[src/rtl/seg7_pkg.sv]
// Shared constants for the multiplexed 7-segment scanner.
// Segment patterns are stored active-high, in {a,b,c,d,e,f,g} order.
package seg7_pkg;

  localparam int NUM_DIGITS_MAX = 8;

  // Entry 15 is listed first, so SEG7_HEX[v] returns the pattern for hex digit v.
  localparam logic [15:0][6:0] SEG7_HEX = {
    7'h47, 7'h4F, 7'h3D, 7'h4E, 7'h1F, 7'h77, 7'h7B, 7'h7F,
    7'h70, 7'h5F, 7'h5B, 7'h33, 7'h79, 7'h6D, 7'h30, 7'h7E
  };

  function automatic logic [6:0] seg7_polarity(input logic [6:0] pattern,
                                               input logic       active_low);
    return active_low ? ~pattern : pattern;
  endfunction

endpackage

[src/rtl/seg7_hex_decode.sv]
// Hex nibble to active-high 7-segment pattern, purely combinational.
module seg7_hex_decode
  import seg7_pkg::*;
(
  input  logic [3:0] value,
  output logic [6:0] pattern
);

  assign pattern = SEG7_HEX[value];

endmodule

[src/rtl/seg7_scan_ctrl.sv]
// N-digit multiplexed 7-segment driver with blank/blink, decimal points,
// anti-ghost dead time and frame-synchronous shadow updates.
module seg7_scan_ctrl
  import seg7_pkg::*;
#(
  parameter int NUM_DIGITS  = 4,
  parameter int DIGIT_TICKS = 262144,
  parameter int DEAD_TICKS  = 1024,
  parameter int BLINK_TICKS = 50000000,
  parameter int ACTIVE_LOW  = 1
) (
  input  logic                      clock,
  input  logic                      reset,
  input  logic [4*NUM_DIGITS-1:0]   digits_in,
  input  logic [NUM_DIGITS-1:0]     blank_in,
  input  logic [NUM_DIGITS-1:0]     blink_in,
  input  logic [NUM_DIGITS-1:0]     dp_in,
  input  logic                      load,
  output logic                      busy,
  output logic                      frame_start,
  output logic [NUM_DIGITS-1:0]     anode,
  output logic [6:0]                seg,
  output logic                      dp
);

  localparam int CW = (DIGIT_TICKS > 1) ? $clog2(DIGIT_TICKS) : 1;
  localparam int IW = (NUM_DIGITS > 1) ? $clog2(NUM_DIGITS) : 1;
  localparam int BW = (BLINK_TICKS > 1) ? $clog2(BLINK_TICKS) : 1;
  localparam logic POL_LOW = (ACTIVE_LOW != 0);
  localparam logic [NUM_DIGITS-1:0] ANODE_OFF = POL_LOW ? '1 : '0;
  localparam logic [6:0] SEG_OFF = POL_LOW ? 7'h7F : 7'h00;

  logic [CW-1:0]               slot_cnt;
  logic [IW-1:0]               digit_idx;
  logic [BW-1:0]               blink_cnt;
  logic                        blink_on;
  logic [NUM_DIGITS-1:0][3:0]  shadow_digits, active_digits;
  logic [NUM_DIGITS-1:0]       shadow_blank, shadow_blink, shadow_dp;
  logic [NUM_DIGITS-1:0]       active_blank, active_blink, active_dp;

  logic                        last_slot, frame_end, in_dead, cur_dark;
  logic [6:0]                  seg_pat;
  logic [NUM_DIGITS-1:0]       anode_nxt;
  logic [6:0]                  seg_nxt;
  logic                        dp_nxt;

  assign last_slot = (slot_cnt == CW'(DIGIT_TICKS - 1));
  assign frame_end = last_slot && (digit_idx == IW'(NUM_DIGITS - 1));
  assign in_dead   = (slot_cnt < CW'(DEAD_TICKS));
  assign cur_dark  = active_blank[digit_idx] | (active_blink[digit_idx] & ~blink_on);

  always_ff @(posedge clock or posedge reset) begin
    if (reset) begin
      slot_cnt  <= '0;
      digit_idx <= '0;
      blink_cnt <= '0;
      blink_on  <= 1'b1;
    end else begin
      if (last_slot) begin
        slot_cnt  <= '0;
        digit_idx <= (digit_idx == IW'(NUM_DIGITS - 1)) ? '0 : digit_idx + IW'(1);
      end else begin
        slot_cnt  <= slot_cnt + CW'(1);
      end
      if (blink_cnt == BW'(BLINK_TICKS - 1)) begin
        blink_cnt <= '0;
        blink_on  <= ~blink_on;
      end else begin
        blink_cnt <= blink_cnt + BW'(1);
      end
    end
  end

  // Commit of the old shadow and capture of a new load can share the boundary cycle;
  // the freshly loaded data then waits for the next boundary.
  always_ff @(posedge clock or posedge reset) begin
    if (reset) begin
      shadow_digits <= '0;
      shadow_blank  <= '0;
      shadow_blink  <= '0;
      shadow_dp     <= '0;
      active_digits <= '0;
      active_blank  <= '1;
      active_blink  <= '0;
      active_dp     <= '0;
      busy          <= 1'b0;
      frame_start   <= 1'b0;
    end else begin
      frame_start <= frame_end;
      if (frame_end && busy) begin
        active_digits <= shadow_digits;
        active_blank  <= shadow_blank;
        active_blink  <= shadow_blink;
        active_dp     <= shadow_dp;
        busy          <= 1'b0;
      end
      if (load) begin
        shadow_digits <= digits_in;
        shadow_blank  <= blank_in;
        shadow_blink  <= blink_in;
        shadow_dp     <= dp_in;
        busy          <= 1'b1;
      end
    end
  end

  seg7_hex_decode u_decode (
    .value   (active_digits[digit_idx]),
    .pattern (seg_pat)
  );

  always_comb begin
    anode_nxt = ANODE_OFF;
    seg_nxt   = SEG_OFF;
    dp_nxt    = POL_LOW;
    if (!in_dead && !cur_dark) begin
      anode_nxt = POL_LOW ? ~(NUM_DIGITS'(1) << digit_idx) : (NUM_DIGITS'(1) << digit_idx);
      seg_nxt   = seg7_polarity(seg_pat, POL_LOW);
      dp_nxt    = active_dp[digit_idx] ^ POL_LOW;
    end
  end

  always_ff @(posedge clock or posedge reset) begin
    if (reset) begin
      anode <= ANODE_OFF;
      seg   <= SEG_OFF;
      dp    <= POL_LOW;
    end else begin
      anode <= anode_nxt;
      seg   <= seg_nxt;
      dp    <= dp_nxt;
    end
  end

endmodule

[config.mk]
export PLATFORM = sky130hd
export DESIGN_NAME = seg7_scan_ctrl
export DESIGN_NICKNAME = d
export VERILOG_FILES = /design/src/rtl/seg7_pkg.sv /design/src/rtl/seg7_hex_decode.sv /design/src/rtl/seg7_scan_ctrl.sv
export SDC_FILE = /design/constraint.sdc
export NUM_CORES = 1
export LEC_CHECK = 0
export BUFFER_PORTS_ARGS = -buffer_cell sky130_fd_sc_hd__buf_2
export CAP_MARGIN = 20
export CORE_MARGIN = 1.5
export CORE_UTILIZATION = 59
export DETAILED_ROUTE_END_ITERATION = 10
export GPL_ROUTABILITY_DRIVEN = 0
export PLACE_DENSITY_LB_ADDON = 0.25
export SLEW_MARGIN = 20
export SYNTH_ARGS = -nofsm -noshare
export SYNTH_HDL_FRONTEND = slang
export SYNTH_HIERARCHICAL = 1
export SYNTH_SLANG_ARGS = --single-unit
export TNS_END_PERCENT = 30
[constraint.sdc]
create_clock -name clock -period 4.4 [get_ports clock]
set_input_delay 0.66 -clock clock [delete_from_list [all_inputs] [get_ports clock]]
set_output_delay 0.66 -clock clock [all_outputs]
set_load 0.01 [all_outputs]
-- Word level (Yosys, flattened, before mapping)
Memories as Yosys holds them, arrays and structs flattened.
Cells that the tools add are included.
- $add $sub $neg: 3
- magnitude comparators: 3
- equal/unequal tests: 3
- shifts and indexed selects: 1
- mux-type cells: 17
- bitwise gates (word level): 6
- reduce and logical (&&, ||, !) cells: 6
- operators with widths (kind ; number):
    $add A26 B1 Y26 const B ; 1
    $eq A26 B26 Y1 const B ; 1
    $mux W26 ; 1
    $add A18 B1 Y18 const B ; 1
    $eq A18 B18 Y1 const B ; 1
    $lt A18 B11 Y1 const B ; 1
    $mux W18 ; 1
    $mux W7 ; 2
    $bmux W4 S2 ; 1
    $mux W4 ; 2
    $not A7 Y7 ; 1
    $bmux W1 S2 ; 3
    $mux W1 ; 6
    $lt A4 B5 Y1 const B ; 1
    $not A4 Y4 ; 1
    $shl A1 B2 Y4 const A ; 1
    $logic_and A1 B1 Y1 ; 3
    $lt A2 B3 Y1 const B ; 1
    $add A2 B1 Y2 const B ; 1
    $eq A2 B2 Y1 const B ; 1
    $logic_not A1 Y1 ; 2
    $mux W2 ; 1
    $not A1 Y1 ; 2
    $reduce_bool A2 Y1 ; 1
    2 further kinds ; 2
- register bits: 117
- ROM bits: 112
- bits of input ports: 31
- logic and storage cells: 63
- memories: 1
- memories (name ; words ; bits a word ; rd ports ; clocked after memory_dff ; wr ports ; line ; text):
    (no name shown) ; 16 ; 7 ; 1 ; 0 ; 0 ; seg7_hex_decode.sv:9 ; assign pattern = SEG7_HEX[value];

-- Logic depth before layout (Yosys ltp)
- depth after elaboration: 7
- gate-level depth with buffers: 7

-- By module
Netlist, hierarchy kept.
- by module, submodules not included (module ; instances ; cells each ; area an instance (sq um) ; seq. area each (sq um)):
    seg7_scan_ctrl ; 1 ; 389 ; 5091.1 ; 2949.1
    seg7_hex_decode ; 1 ; 33 ; 287.8 ; 0.0

-- Least setup slack after synthesis
OpenSTA, ideal clock, no wires.
- kind: register -> register
- start: reg slot_cnt[0]
- end: reg active_digits[0] in the netlist's numbering
- arrival: 2.028 ns
- setup slack: 2.247 ns
- stages on the path, launching flop included: 7
- buffers on the path: 1
- clock period less this slack: 2.153 ns
- path through: dfrtp_1 ha_1 and4_1 nand2_4 nor4_4 buf_6 mux2_4
- longest elaborated chain between the ends: 3
- ends and longest elaborated chain (item ; line ; text):
    from (decl) ; seg7_scan_ctrl.sv:33 ; logic [CW-1:0] slot_cnt;
    from (signal assigned) ; seg7_scan_ctrl.sv:63 ; slot_cnt <= slot_cnt + CW'(1);
    $eq A18 B18 Y1 ; seg7_scan_ctrl.sv:47 ; assign last_slot = (slot_cnt == CW'(DIGIT_TICKS - 1));
    $logic_and A1 B1 Y1 ; seg7_scan_ctrl.sv:48 ; assign frame_end = last_slot && (digit_idx == IW'(NUM_DIGITS - 1));
    $logic_and A1 B1 Y1 ; seg7_scan_ctrl.sv:90 ; if (frame_end && busy) begin
    to (signal assigned) ; seg7_scan_ctrl.sv:91 ; active_digits <= shadow_digits;
    to (decl) ; seg7_scan_ctrl.sv:37 ; logic [NUM_DIGITS-1:0][3:0] shadow_digits, active_digits;
Every way passes these cells.
A chain may end at the register's enable or synchronous reset.

-- Worst setup path in the final report
- start: reg digit_idx[0]
- end: reg seg[3]
- elaborated cells between the ends (all ways): 14
- RTL lines (item ; line ; text):
    from (decl) ; seg7_scan_ctrl.sv:34 ; logic [IW-1:0] digit_idx;
    from (signal assigned) ; seg7_scan_ctrl.sv:61 ; digit_idx <= (digit_idx == IW'(NUM_DIGITS - 1)) ? '0 : digit_idx + IW'(1);
    $bmux W4 S2 ; seg7_scan_ctrl.sv:108 ; .value (active_digits[digit_idx]),
    $mux W4 (implied by the code) ; seg7_scan_ctrl.sv:108 ;
    $mem_v2 Z16 W7 ; -- ;
    $mux W7 (implied by the code) ; seg7_hex_decode.sv:9 ;
    named net seg_pat[3] ; seg7_scan_ctrl.sv:42 ; logic [6:0] seg_pat;
    $not A7 Y7 ; seg7_pkg.sv:15 ; return active_low ? ~pattern : pattern;
    $mux W7 ; seg7_scan_ctrl.sv:116 ; if (!in_dead && !cur_dark) begin
    named net seg_nxt[3] ; seg7_scan_ctrl.sv:44 ; logic [6:0] seg_nxt;
    to (signal assigned) ; seg7_scan_ctrl.sv:130 ; seg <= seg_nxt;
    to (decl) ; seg7_scan_ctrl.sv:22 ; output logic [6:0] seg,
The timed path passes the listed nets, and every way through them passes these cells. The select of a mux whose other input is x is not followed.

==> impl_results.md <==
- Status: finished clean
- Die height: 98.5 um
- Initial antenna violation count: 0
- Critical Path Start Type: flip-flop
- Max Cap Viol: 0
- Pins Over Slew Limit: 0
- Max Fclk: roughly 0.4 GHz
- Worst-path fanout max: 12
- WP data required: approximately 4900 ps
- Root buffer cell: clkbuf_8
- Final Skew: roughly 14 ps
- Clock Tree Buf Depth: 2
- Number of synthesized flops with an enable pin: 0
- Die Area: ~9700 sq um
- Post-DP HPWL: between 6 and 7 mm
- Storage element area: slightly below 3000 sq um
- Crit path arrival time: around 2900 ps
- Crit Path Category: reg -> reg
- Clock network power share: 0.518
- Routed via count: about 3,400
- Internal Dissipation: ~1.9 mW
- Final Hold Fails: 0
- PortBufs: 44
- DR WL/cell: 16.5 um
- Multi-input logic area: between 2000 and 2500 sq um
- Congestion Overflow GR: 0
- Syn nets: 466
- CTS clk-pin slew, worst paths: about 60 ps
- Final worst slack: between 1500 and 2000 ps
- Slew headroom: 0.354
- IO Pins: 45
- Sw power: approximately 0.56 mW
- CTS tree: yes
- GRT Total Usage: 0.221
- Pre-CTS worst setup slack: a little under 2000 ps
- Finished Core Util: 0.709
- Worst-Skew Late Latency: approximately 520 ps
- First-pass GRT wire length: approximately 17 mm
- CP endpoint kind: flip-flop
- Async SR Flop Fraction: 1.00
- Yosys Warn Count: 6
- Antenna diodes: 0
- TritonCTS Buffers: 17
- Clock Sinks: 117
- Worst VDD drop: approximately 250 uV
- Post-synthesis register bit count: approximately 120
- Seq pwr share: 0.454
- Area grow syn2layout: 15.6%
- Mapped Avg Cell Area: 12.7 sq um
- Remaining DRCs: 0
- Row cnt: 34
- Seq/Total Area, Yosys: 0.548
- Die Wd: between 90 and 100 um
- Mapped Area: around 5400 sq um
- Layout cells sized above 1: 0.340
- Filler Cell Count: ~620
- Final setup TNS: 0 ps
- Syn Inst Count: between 400 and 500
- Endpoints failing setup: 0
- Hold WS: roughly 250 ps
- Initial DRC Count: around 140
- Net count, final: slightly above 500
- Unrepaired setup endpoints after global routing: false
- Worst slew pin tran: 961 ps
- Cts hold-fix bufs: 0
- Setup bufs post-CTS: 0
- Switching share of power: 0.228
- Core area: just under 9000 sq um
- H-tree levels: 4
- Final ANT Viol Nets: 0
- Pwr Density: a little under 400 nW/um^2
- HP Class: in -> async
- Comb pwr share: 0.028
- Post-CTS sizing: 0
- Largest net degree at the start of global routing: 56
- Initial Util: 0.614
- Netlist cell types: 50
- Synth Flop Type: dfrtp_1
- Tmin final: roughly 2400 ps
- Vias in the first global route: roughly 3,400
- DRT Pass-1 Iters: 4
- Pleak: 2.79 nW
- Vias/cell: about 5.7
- Final Cycle Share: 0.551
- Routed WL: a little under 10 mm
==> layout by cell type (no fill, tap or decap), types with 3 or more instances in the layout <==
cell type / count
mux2_2: 41
buf_2: 44
inv_1: 13
clkbuf_16: 16
or4_1: 6
xor2_1: 17
nor3_1: 7
nor2_1: 16
clkinv_2: 3
nand3_1: 18
clkinv_4: 4
dfstp_2: 17
ha_1: 13
mux4_2: 7
xnor2_1: 11
nand2_1: 31
o31ai_1: 5
and3_1: 7
mux2_1: 10
o21ai_0: 7
nor2b_1: 3
a21oi_1: 16
clkinvlp_4: 4
and2_1: 3
dfrtp_1: 100
buf_4: 3
or3_1: 6
and4_1: 3
mux2_4: 10
nand4_1: 7
nor4_1: 4
==> power by group through the flow <==
stage                     Combinational (mW)  Sequential (mW)  Clock [mW]
final                                 0.0694             1.12        1.28
after global routing                  0.0780             1.12        1.34
after CTS                             0.0723             1.12        1.30
after detailed placement              0.0718             1.14           0
after global placement                0.0689             1.14           0
after floorplan                       0.0469             1.13           0
==> final cells by class <==
cell class | count | share of cell area
timing repair buffer | 47 | 0.0390
tap | 108 | 0.0217
sequential | 117 | 0.474
multi-input combinational | 273 | 0.367
clock buffer | 18 | 0.0688
clock inverter | 14 | 0.0205
inverter | 14 | 0.00886
==> path summary, 6_finish.rpt <==
| path | startpoint | to | slack, ps | cells past startpoint |
|---|---|---|---|---|
| min reg2reg | blink_cnt[6] | blink_cnt[6] | 470 | 1 |
| max | digit_idx[0] | seg[3] | 1970 | 6 |
| min in group clock | digits_in[1] | shadow_digits[1] | 370 | 2 |
| min | reset | slot_cnt[3] | 250 | 2 |
| max reg2reg | digit_idx[0] | seg[3] | 1970 | 6 |
| max in group asynchronous | reset | seg[1] | 3210 | 3 |
==> through the flow <==
| stage | instances | total power [mW] | instance area [sq um] |
|---|---|---|---|
| after floorplan | 422 | 1.18 | 5380 |
| after global placement | 559 | 1.20 | 5660 |
| after detailed placement | 559 | 1.21 | 5660 |
| after CTS | 591 | 2.49 | 6220 |
| after global routing | 591 | 2.54 | 6220 |
| final | 591 | 2.46 | 6220 |
==> synthesized netlist by cell type, drive strengths merged (2+ instances only) <==
library cell / n / share of area
or4: 6 / 0.0084
and2: 3 / 0.0035
or3: 6 / 0.0070
and3: 7 / 0.0081
dfrtp: 100 / 0.47
o31ai: 5 / 0.0070
ha: 13 / 0.030
nand4: 9 / 0.013
nor2: 16 / 0.011
o21ai: 7 / 0.0065
clkbuf: 8 / 0.0056
a21oi: 16 / 0.015
nand2: 33 / 0.026
nor4: 7 / 0.015
mux4: 8 / 0.034
xor2: 17 / 0.028
mux2: 61 / 0.13
nand3: 18 / 0.017
and4: 4 / 0.0067
nor2b: 3 / 0.0035
nor3: 7 / 0.0065
nor4b: 2 / 0.0033
dfstp: 17 / 0.083
mux2i: 2 / 0.0037
xnor2: 11 / 0.018
buf: 10 / 0.013
inv: 14 / 0.0098
==> logic make-up after synthesis <==
group / Yosys count / share of synthesized area
multiplexers: 71 / 0.173
AO/OA/AOI/OAI: 35 / 0.0398
XOR/XNOR: 28 / 0.0456
adder cells (fa/ha/maj): 13 / 0.0302
AND/OR/NAND/NOR: 126 / 0.135
flip-flops: 117 / 0.548
buffers and inverters: 32 / 0.0281
==> critical path: stages, from the launching register on <==
cell and delay, ps:
dfrtp_1 720, mux4_2 650, inv_1 160, ha_1 250
inv_1 50, mux4_1 470, nand2_1 70
==> routing by layer <==
metal | global-route usage | vias to the layer above | part of all wire
met5 | 0 | - | 0
met4 | 0.0748 | 0 | 0.012
met3 | 0.0667 | 11 | 0.040
met2 | 0.327 | 62 | 0.48
met1 | 0.315 | 1703 | 0.47
li1 | - | 1602 | -
==> state kept, by name, summed over array words and instances (netlist names) <==
register and flops:
blink_cnt 26, slot_cnt 18, active_digits 16, shadow_digits 16
seg 7, active_blank 4, active_blink 4, active_dp 4
anode 4, shadow_blank 4, shadow_blink 4, shadow_dp 4
digit_idx 2, blink_on 1, busy 1, dp 1
frame_start 1
Note: power is estimated with default switching activity, not from simulation.
